--- src/rtl/alu_ctrl_decoder_if.sv ---
// Handshake and result bundle between an instruction source and the
// ALU control decoder. The master drives instructions and consumes results;
// the slave is the decoder itself.
interface alu_ctrl_decoder_if #(
    parameter int CNT_W = 8
);
    logic             in_valid;
    logic             in_ready;
    logic [31:0]      instr;
    logic             flush;
    logic             out_valid;
    logic             out_ready;
    logic [3:0]       alu_ctrl;
    logic             src_imm;
    logic             branch;
    logic [31:0]      imm;
    logic             illegal;
    logic [CNT_W-1:0] illegal_cnt;

    modport master (
        output in_valid, instr, flush, out_ready,
        input  in_ready, out_valid, alu_ctrl, src_imm, branch, imm,
               illegal, illegal_cnt
    );

    modport slave (
        input  in_valid, instr, flush, out_ready,
        output in_ready, out_valid, alu_ctrl, src_imm, branch, imm,
               illegal, illegal_cnt
    );
endinterface

--- src/rtl/alu_ctrl_decoder.sv ---
// RV32I/M ALU control decoder with a one-entry registered output stage.
// An accepted instruction word is decoded combinationally and captured into
// the output register; the result is held until consumed, replaced, flushed
// or reset. Accepted illegal instructions are counted (saturating).
module alu_ctrl_decoder #(
    parameter int CNT_W = 8
) (
    input  logic              clk,
    input  logic              reset,
    alu_ctrl_decoder_if.slave bus
);

    // ALU operation codes
    localparam logic [3:0] ALU_AND  = 4'b0000;
    localparam logic [3:0] ALU_OR   = 4'b0001;
    localparam logic [3:0] ALU_ADD  = 4'b0010;
    localparam logic [3:0] ALU_XOR  = 4'b0011;
    localparam logic [3:0] ALU_LST  = 4'b0100;
    localparam logic [3:0] ALU_GTE  = 4'b0101;
    localparam logic [3:0] ALU_SUB  = 4'b0110;
    localparam logic [3:0] ALU_NEQ  = 4'b0111;
    localparam logic [3:0] ALU_SLL  = 4'b1000;
    localparam logic [3:0] ALU_SRL  = 4'b1001;
    localparam logic [3:0] ALU_UMUL = 4'b1010;
    localparam logic [3:0] ALU_SRA  = 4'b1011;
    localparam logic [3:0] ALU_LSTU = 4'b1100;
    localparam logic [3:0] ALU_GTEU = 4'b1101;
    localparam logic [3:0] ALU_SLTU = 4'b1110;
    localparam logic [3:0] ALU_SLT  = 4'b1111;

    // Major opcodes
    localparam logic [6:0] OP_REG    = 7'b0110011;
    localparam logic [6:0] OP_IMM    = 7'b0010011;
    localparam logic [6:0] OP_LOAD   = 7'b0000011;
    localparam logic [6:0] OP_STORE  = 7'b0100011;
    localparam logic [6:0] OP_LUI    = 7'b0110111;
    localparam logic [6:0] OP_AUIPC  = 7'b0010111;
    localparam logic [6:0] OP_JAL    = 7'b1101111;
    localparam logic [6:0] OP_JALR   = 7'b1100111;
    localparam logic [6:0] OP_BRANCH = 7'b1100011;

    localparam logic [6:0] F7_BASE = 7'b0000000;
    localparam logic [6:0] F7_ALT  = 7'b0100000;
    localparam logic [6:0] F7_MUL  = 7'b0000001;

    typedef struct packed {
        logic [3:0]  alu;
        logic        src_imm;
        logic        branch;
        logic [31:0] imm;
        logic        illegal;
    } dec_t;

    // Base register/immediate operation selected by funct3 alone
    function automatic logic [3:0] base_op(input logic [2:0] f3);
        logic [3:0] op;
        case (f3)
            3'b000:  op = ALU_ADD;
            3'b001:  op = ALU_SLL;
            3'b010:  op = ALU_SLT;
            3'b011:  op = ALU_SLTU;
            3'b100:  op = ALU_XOR;
            3'b101:  op = ALU_SRL;
            3'b110:  op = ALU_OR;
            3'b111:  op = ALU_AND;
            default: op = ALU_ADD;
        endcase
        return op;
    endfunction

    // Full decode of one instruction word; illegal words collapse to a
    // result with every field zero except the illegal flag.
    function automatic dec_t decode_instr(input logic [31:0] ins);
        dec_t        r;
        logic [6:0]  op;
        logic [2:0]  f3;
        logic [6:0]  f7;
        logic [31:0] imm_i;
        logic [31:0] imm_s;
        logic [31:0] imm_b;
        logic [31:0] imm_u;
        logic [31:0] imm_j;

        op    = ins[6:0];
        f3    = ins[14:12];
        f7    = ins[31:25];
        imm_i = {{20{ins[31]}}, ins[31:20]};
        imm_s = {{20{ins[31]}}, ins[31:25], ins[11:7]};
        imm_b = {{19{ins[31]}}, ins[31], ins[7], ins[30:25], ins[11:8], 1'b0};
        imm_u = {ins[31:12], 12'h000};
        imm_j = {{11{ins[31]}}, ins[31], ins[19:12], ins[20], ins[30:21], 1'b0};
        r     = '0;

        case (op)
            OP_REG: begin
                case (f7)
                    F7_BASE: r.alu = base_op(f3);
                    F7_ALT: begin
                        if (f3 == 3'b000)      r.alu = ALU_SUB;
                        else if (f3 == 3'b101) r.alu = ALU_SRA;
                        else                   r.illegal = 1'b1;
                    end
                    F7_MUL: begin
                        if (f3 == 3'b000) r.alu = ALU_UMUL;
                        else              r.illegal = 1'b1;
                    end
                    default: r.illegal = 1'b1;
                endcase
            end
            OP_IMM: begin
                r.src_imm = 1'b1;
                r.imm     = imm_i;
                // Only the shift forms constrain funct7 (it is the shamt's upper field)
                if (f3 == 3'b001) begin
                    if (f7 == F7_BASE) r.alu = ALU_SLL;
                    else               r.illegal = 1'b1;
                end else if (f3 == 3'b101) begin
                    case (f7)
                        F7_BASE: r.alu = ALU_SRL;
                        F7_ALT:  r.alu = ALU_SRA;
                        default: r.illegal = 1'b1;
                    endcase
                end else begin
                    r.alu = base_op(f3);
                end
            end
            OP_LOAD, OP_JALR: begin
                r.alu = ALU_ADD; r.src_imm = 1'b1; r.imm = imm_i;
            end
            OP_STORE: begin
                r.alu = ALU_ADD; r.src_imm = 1'b1; r.imm = imm_s;
            end
            OP_LUI, OP_AUIPC: begin
                r.alu = ALU_ADD; r.src_imm = 1'b1; r.imm = imm_u;
            end
            OP_JAL: begin
                r.alu = ALU_ADD; r.src_imm = 1'b1; r.imm = imm_j;
            end
            OP_BRANCH: begin
                r.branch = 1'b1;
                r.imm    = imm_b;
                case (f3)
                    3'b000:  r.alu = ALU_SUB;   // BEQ resolves on the zero flag
                    3'b001:  r.alu = ALU_NEQ;
                    3'b100:  r.alu = ALU_LST;
                    3'b101:  r.alu = ALU_GTE;
                    3'b110:  r.alu = ALU_LSTU;
                    3'b111:  r.alu = ALU_GTEU;
                    default: r.illegal = 1'b1;
                endcase
            end
            default: r.illegal = 1'b1;
        endcase

        if (r.illegal) begin
            r         = '0;
            r.illegal = 1'b1;
        end else begin
            r.illegal = 1'b0;
        end
        return r;
    endfunction

    dec_t             dec_d;
    dec_t             dec_q;
    logic             out_valid_q;
    logic [CNT_W-1:0] illegal_cnt_q;
    logic             in_ready_s;
    logic             capture_s;

    // Decode the presented word every cycle; it is only used on capture
    always_comb begin
        dec_d = decode_instr(bus.instr);
    end

    // One-entry output stage: accept whenever empty or being drained
    always_comb begin
        in_ready_s = 1'b0;
        capture_s  = 1'b0;
        in_ready_s = !out_valid_q || bus.out_ready;
        capture_s  = bus.in_valid && in_ready_s && !bus.flush;
    end

    // Output register and illegal counter; flush wins over capture
    always_ff @(posedge clk or posedge reset) begin
        if (reset) begin
            out_valid_q   <= 1'b0;
            dec_q         <= '0;
            illegal_cnt_q <= '0;
        end else if (bus.flush) begin
            out_valid_q   <= 1'b0;
        end else if (capture_s) begin
            out_valid_q <= 1'b1;
            dec_q       <= dec_d;
            if (dec_d.illegal && (illegal_cnt_q != {CNT_W{1'b1}})) begin
                illegal_cnt_q <= illegal_cnt_q + {{(CNT_W-1){1'b0}}, 1'b1};
            end else begin
                illegal_cnt_q <= illegal_cnt_q;
            end
        end else if (bus.out_ready) begin
            out_valid_q <= 1'b0;
        end else begin
            out_valid_q <= out_valid_q;
        end
    end

    assign bus.in_ready    = in_ready_s;
    assign bus.out_valid   = out_valid_q;
    assign bus.alu_ctrl    = dec_q.alu;
    assign bus.src_imm     = dec_q.src_imm;
    assign bus.branch      = dec_q.branch;
    assign bus.imm         = dec_q.imm;
    assign bus.illegal     = dec_q.illegal;
    assign bus.illegal_cnt = illegal_cnt_q;

endmodule
--- src/flat_wrapper.sv ---
// flat-port wrapper written by rule: the top's interface ports become plain ports
module alu_ctrl_decoder_flat 
#(
    parameter int CNT_W = 8
)
  (clk, reset, bus_in_valid, bus_instr, bus_flush, bus_out_ready, bus_in_ready, bus_out_valid, bus_alu_ctrl, bus_src_imm, bus_branch, bus_imm, bus_illegal, bus_illegal_cnt);
  alu_ctrl_decoder_if #(.CNT_W(CNT_W)) bus_i ();
  input  logic clk;
  input  logic reset;
  input wire logic [$bits(bus_i.in_valid)-1:0] bus_in_valid;
  input wire logic [$bits(bus_i.instr)-1:0] bus_instr;
  input wire logic [$bits(bus_i.flush)-1:0] bus_flush;
  input wire logic [$bits(bus_i.out_ready)-1:0] bus_out_ready;
  output wire logic [$bits(bus_i.in_ready)-1:0] bus_in_ready;
  output wire logic [$bits(bus_i.out_valid)-1:0] bus_out_valid;
  output wire logic [$bits(bus_i.alu_ctrl)-1:0] bus_alu_ctrl;
  output wire logic [$bits(bus_i.src_imm)-1:0] bus_src_imm;
  output wire logic [$bits(bus_i.branch)-1:0] bus_branch;
  output wire logic [$bits(bus_i.imm)-1:0] bus_imm;
  output wire logic [$bits(bus_i.illegal)-1:0] bus_illegal;
  output wire logic [$bits(bus_i.illegal_cnt)-1:0] bus_illegal_cnt;
  assign bus_i.in_valid = bus_in_valid;
  assign bus_i.instr = bus_instr;
  assign bus_i.flush = bus_flush;
  assign bus_i.out_ready = bus_out_ready;
  assign bus_in_ready = bus_i.in_ready;
  assign bus_out_valid = bus_i.out_valid;
  assign bus_alu_ctrl = bus_i.alu_ctrl;
  assign bus_src_imm = bus_i.src_imm;
  assign bus_branch = bus_i.branch;
  assign bus_imm = bus_i.imm;
  assign bus_illegal = bus_i.illegal;
  assign bus_illegal_cnt = bus_i.illegal_cnt;
  alu_ctrl_decoder #(.CNT_W(CNT_W)) u_core (.clk(clk), .reset(reset), .bus(bus_i));
endmodule
--- config.mk ---
export PLATFORM = sky130hd
export DESIGN_NAME = alu_ctrl_decoder_flat
export DESIGN_NICKNAME = d
export VERILOG_FILES = /design/src/rtl/alu_ctrl_decoder_if.sv /design/src/rtl/alu_ctrl_decoder.sv /design/src/flat_wrapper.sv
export SDC_FILE = /design/constraint.sdc
export NUM_CORES = 1
export LEC_CHECK = 0
export ABC_CLOCK_PERIOD_IN_PS = 1900
export CAP_MARGIN = 0
export CORE_UTILIZATION = 46
export DETAILED_ROUTE_END_ITERATION = 8
export PLACE_DENSITY = 0.8
export SYNTH_ARGS = -nofsm -noshare
export SYNTH_HDL_FRONTEND = slang
export SYNTH_SLANG_ARGS = --single-unit
--- constraint.sdc ---
create_clock -name clk -period 1.9 [get_ports clk]
set_input_delay 0.285 -clock clk [delete_from_list [all_inputs] [get_ports clk]]
set_output_delay 0.285 -clock clk [all_outputs]
set_load 0.03 [all_outputs]
==> run metrics <==
register area share after synthesis 0.448; vias 2955; Post-synth top flop dfrtp_1; sw frac 0.315; initial antenna violation count 0; FFs w/ async S/R, synth 1.00; synth top area cells dfrtp_1 (45%), nand2_1 (8.0%), a21oi_1 (4.9%); min cycle time layout 1.88 ns; Crit path required time 2.07 ns; Syn Nets 343; r2r setup slk 0.17 ns; multi-input logic area 1470 um^2; Detailed Routing Iterations Pass 1 4; min-delay worst type input port to async pin; CP startpoint kind input port; synth cell count leaders nand2_1 (57), dfrtp_1 (48), a21oi_1 (26); post-route antenna net violation count 0; fin. max-slew vios 0; Ys Warns 0; setup violators final 0; Syn Inst Count 305; Synth area leader dfrtp_1; drc violations 0; fillers 412; Diodes inserted 0; Post-Syn Area 2680 um^2; global placer's final weighted congestion 0.961; VDD IR-drop max 0.717 mV; Clock Pin Slew Worst Setup and Hold Paths 0.09 ns; # H-tree levels 2; Skew-Pair Late Insertion Delay 0.31 ns; WHS 0.326 ns; critical path class input port to flop; final hold violation count 0; Buffers on Ports 85; CTS Buffer Depth 2; Crit. End Element flop; Finished Layout Cells 527; vias in the first global route 2845; final net count 492; most common cell in the netlist nand2_1; dpl hpwl 6.02 mm; clock share of power 0.255; worst rel slew slack 0.474; Vias/cell 5.61; Total Wirelength 8.30 mm; Comb pwr share 0.284; CTS tree done; WL per Instance 15.8 um; Root Driver clkbuf_8; Internal 1.71 mW; area grow syn2layout 61.9%; Switch Pwr 784 uW; pin count of the biggest net entering global routing 49; DIE AREA 6140 um^2; origin of the worst setup path bus_instr[13]; Die Wd 78.4 um; # Max-Cap Violations 0; clock skew 0.00954 ns; #FFs+latches synth 48; Placed Cells 508; Site Rows 27; fmax 0.532 GHz; Period Utilization, post-route 0.990; R2R Path Start u_core.bus.illegal_cnt[0]; Initial Utilization 0.481; Arr. time, crit path 2.05 ns; leakage power total 1.86 nW; Die Height 78.4 um; Tot GR Track Use 0.279; gr ovfl total 0; FF/Latch Area 1200 um^2; CP max FO 7; share of the synthesized area in the top cell type 0.448; Syn Area/Cell 8.80 um^2; status finished, final reports clean; Seq pwr share 0.460; EDFF count, synth 0; global-route wire length before repair 13.3 mm; Design Power 2.49 mW; Num CTS Buffers 5; Sink Count 48; Core ar. 5570 um^2; power per cell area 574 nW/um^2; measured slew at the worst slew-check pin 0.782 ns; fraction of layout cells with a size suffix above 1 0.242; I/O pin count 86; drt initial violations 195; Synth cell types 52
## critical path, cell delays in order
cell and delay [ns]:
dlygate4sd2_1 0.33, buf_6 0.19, inv_1 0.07, nand4_1 0.12, buf_4 0.12, buf_4 0.09, buf_4 0.09, buf_4 0.09
buf_4 0.10, a211oi_2 0.04, a2111oi_1 0.45, a21oi_1 0.08
## stage by stage
stage | worst slack (ns) | util | area (um^2) | TNS [ns]
after detailed placement | -0.608 | 0.729 | 4060 | -18.99
final | 0.0187 | 0.779 | 4340 | 0
after CTS | 0.00276 | 0.768 | 4280 | 0
after floorplan | -0.00224 | - | 2700 | -0.00224
after global routing | -0.0191 | 0.779 | 4340 | -0.0421
after global placement | -0.534 | 0.729 | 4060 | -18.23
## final cells by class
class	instances	share of cell area
well taps	72	0.0207
flip-flops and latches	48	0.276
clock buffers	6	0.0190
repair buffers	164	0.339
inverters	6	0.00518
multi-input cells	229	0.338
clock inverters	2	0.00230
## power by group through the flow
stage	Combinational (mW)	Clock (mW)	Sequential (mW)
after floorplan	0.221	0	1.28
after global placement	0.679	0	1.17
after detailed placement	0.694	0	1.17
after CTS	0.701	0.644	1.15
after global routing	0.758	0.695	1.16
final	0.709	0.637	1.15
## kinds of logic (layout without fill, tap and decap cells)
kind of cell    after synthesis  after routing  share of synthesized area
simple gates                121            121                      0.237
compound gates              100            100                      0.241
flops                        48             48                      0.448
buf+inv                      28            178                     0.0462
xor+xnor                      6              6                     0.0196
fa+ha+maj                     1              1                    0.00466
mux                           1              1                    0.00420
## path summary, 6_finish.rpt
path	to	depth (start not counted)
worst max-delay path	u_core.bus.alu_ctrl[3]	12
worst min-delay path	u_core.bus.imm[0]	3
worst max register to register	u_core.bus.illegal_cnt[5]	6
worst min register to register	u_core.bus.imm[27]	2
max in group asynchronous	u_core.bus.imm[18]	3
min in group clk	u_core.bus.imm[7]	4
## cells in the final DEF, fill, tap and decap left out, types with 5 or more instances in the layout
master | netlist | final
o31ai_1 | 16 | 16
nor2_1 | 12 | 11
clkbuf_8 | 0 | 6
o21ai_1 | 9 | 8
dfrtp_1 | 48 | 48
o21ai_0 | 19 | 19
xnor2_1 | 5 | 5
inv_1 | 6 | 5
nand4_1 | 8 | 8
and3_1 | 6 | 5
buf_4 | 0 | 73
clkdlybuf4s50_1 | 0 | 68
nand3_1 | 5 | 5
dlygate4sd2_1 | 0 | 14
a21oi_1 | 26 | 25
nand2_1 | 57 | 57
a22oi_1 | 5 | 5
## sequential cells by signal (all words and copies together) (netlist names)
name / cells
u_core.bus.out_valid: 1
u_core.bus.branch: 1
u_core.bus.alu_ctrl: 4
u_core.bus.imm: 32
u_core.bus.illegal_cnt: 8
u_core.bus.src_imm: 1
u_core.bus.illegal: 1
## routing by layer
layer,global-route usage,up-vias,part of all wire
met1,0.357,1422,0.43
met4,0.0963,0,0.024
met3,0.0326,22,0.039
met2,0.486,110,0.50
li1,-,1401,-
met5,0,-,0
## timing repair
item,CTS,global route
pin swaps,6,7
setup endpoints to repair,38,20
cloned,0,0
gates resized for setup,32,12
buffers inserted,10,1
hold buffers,0,0
(Power assumes the default switching activity.)
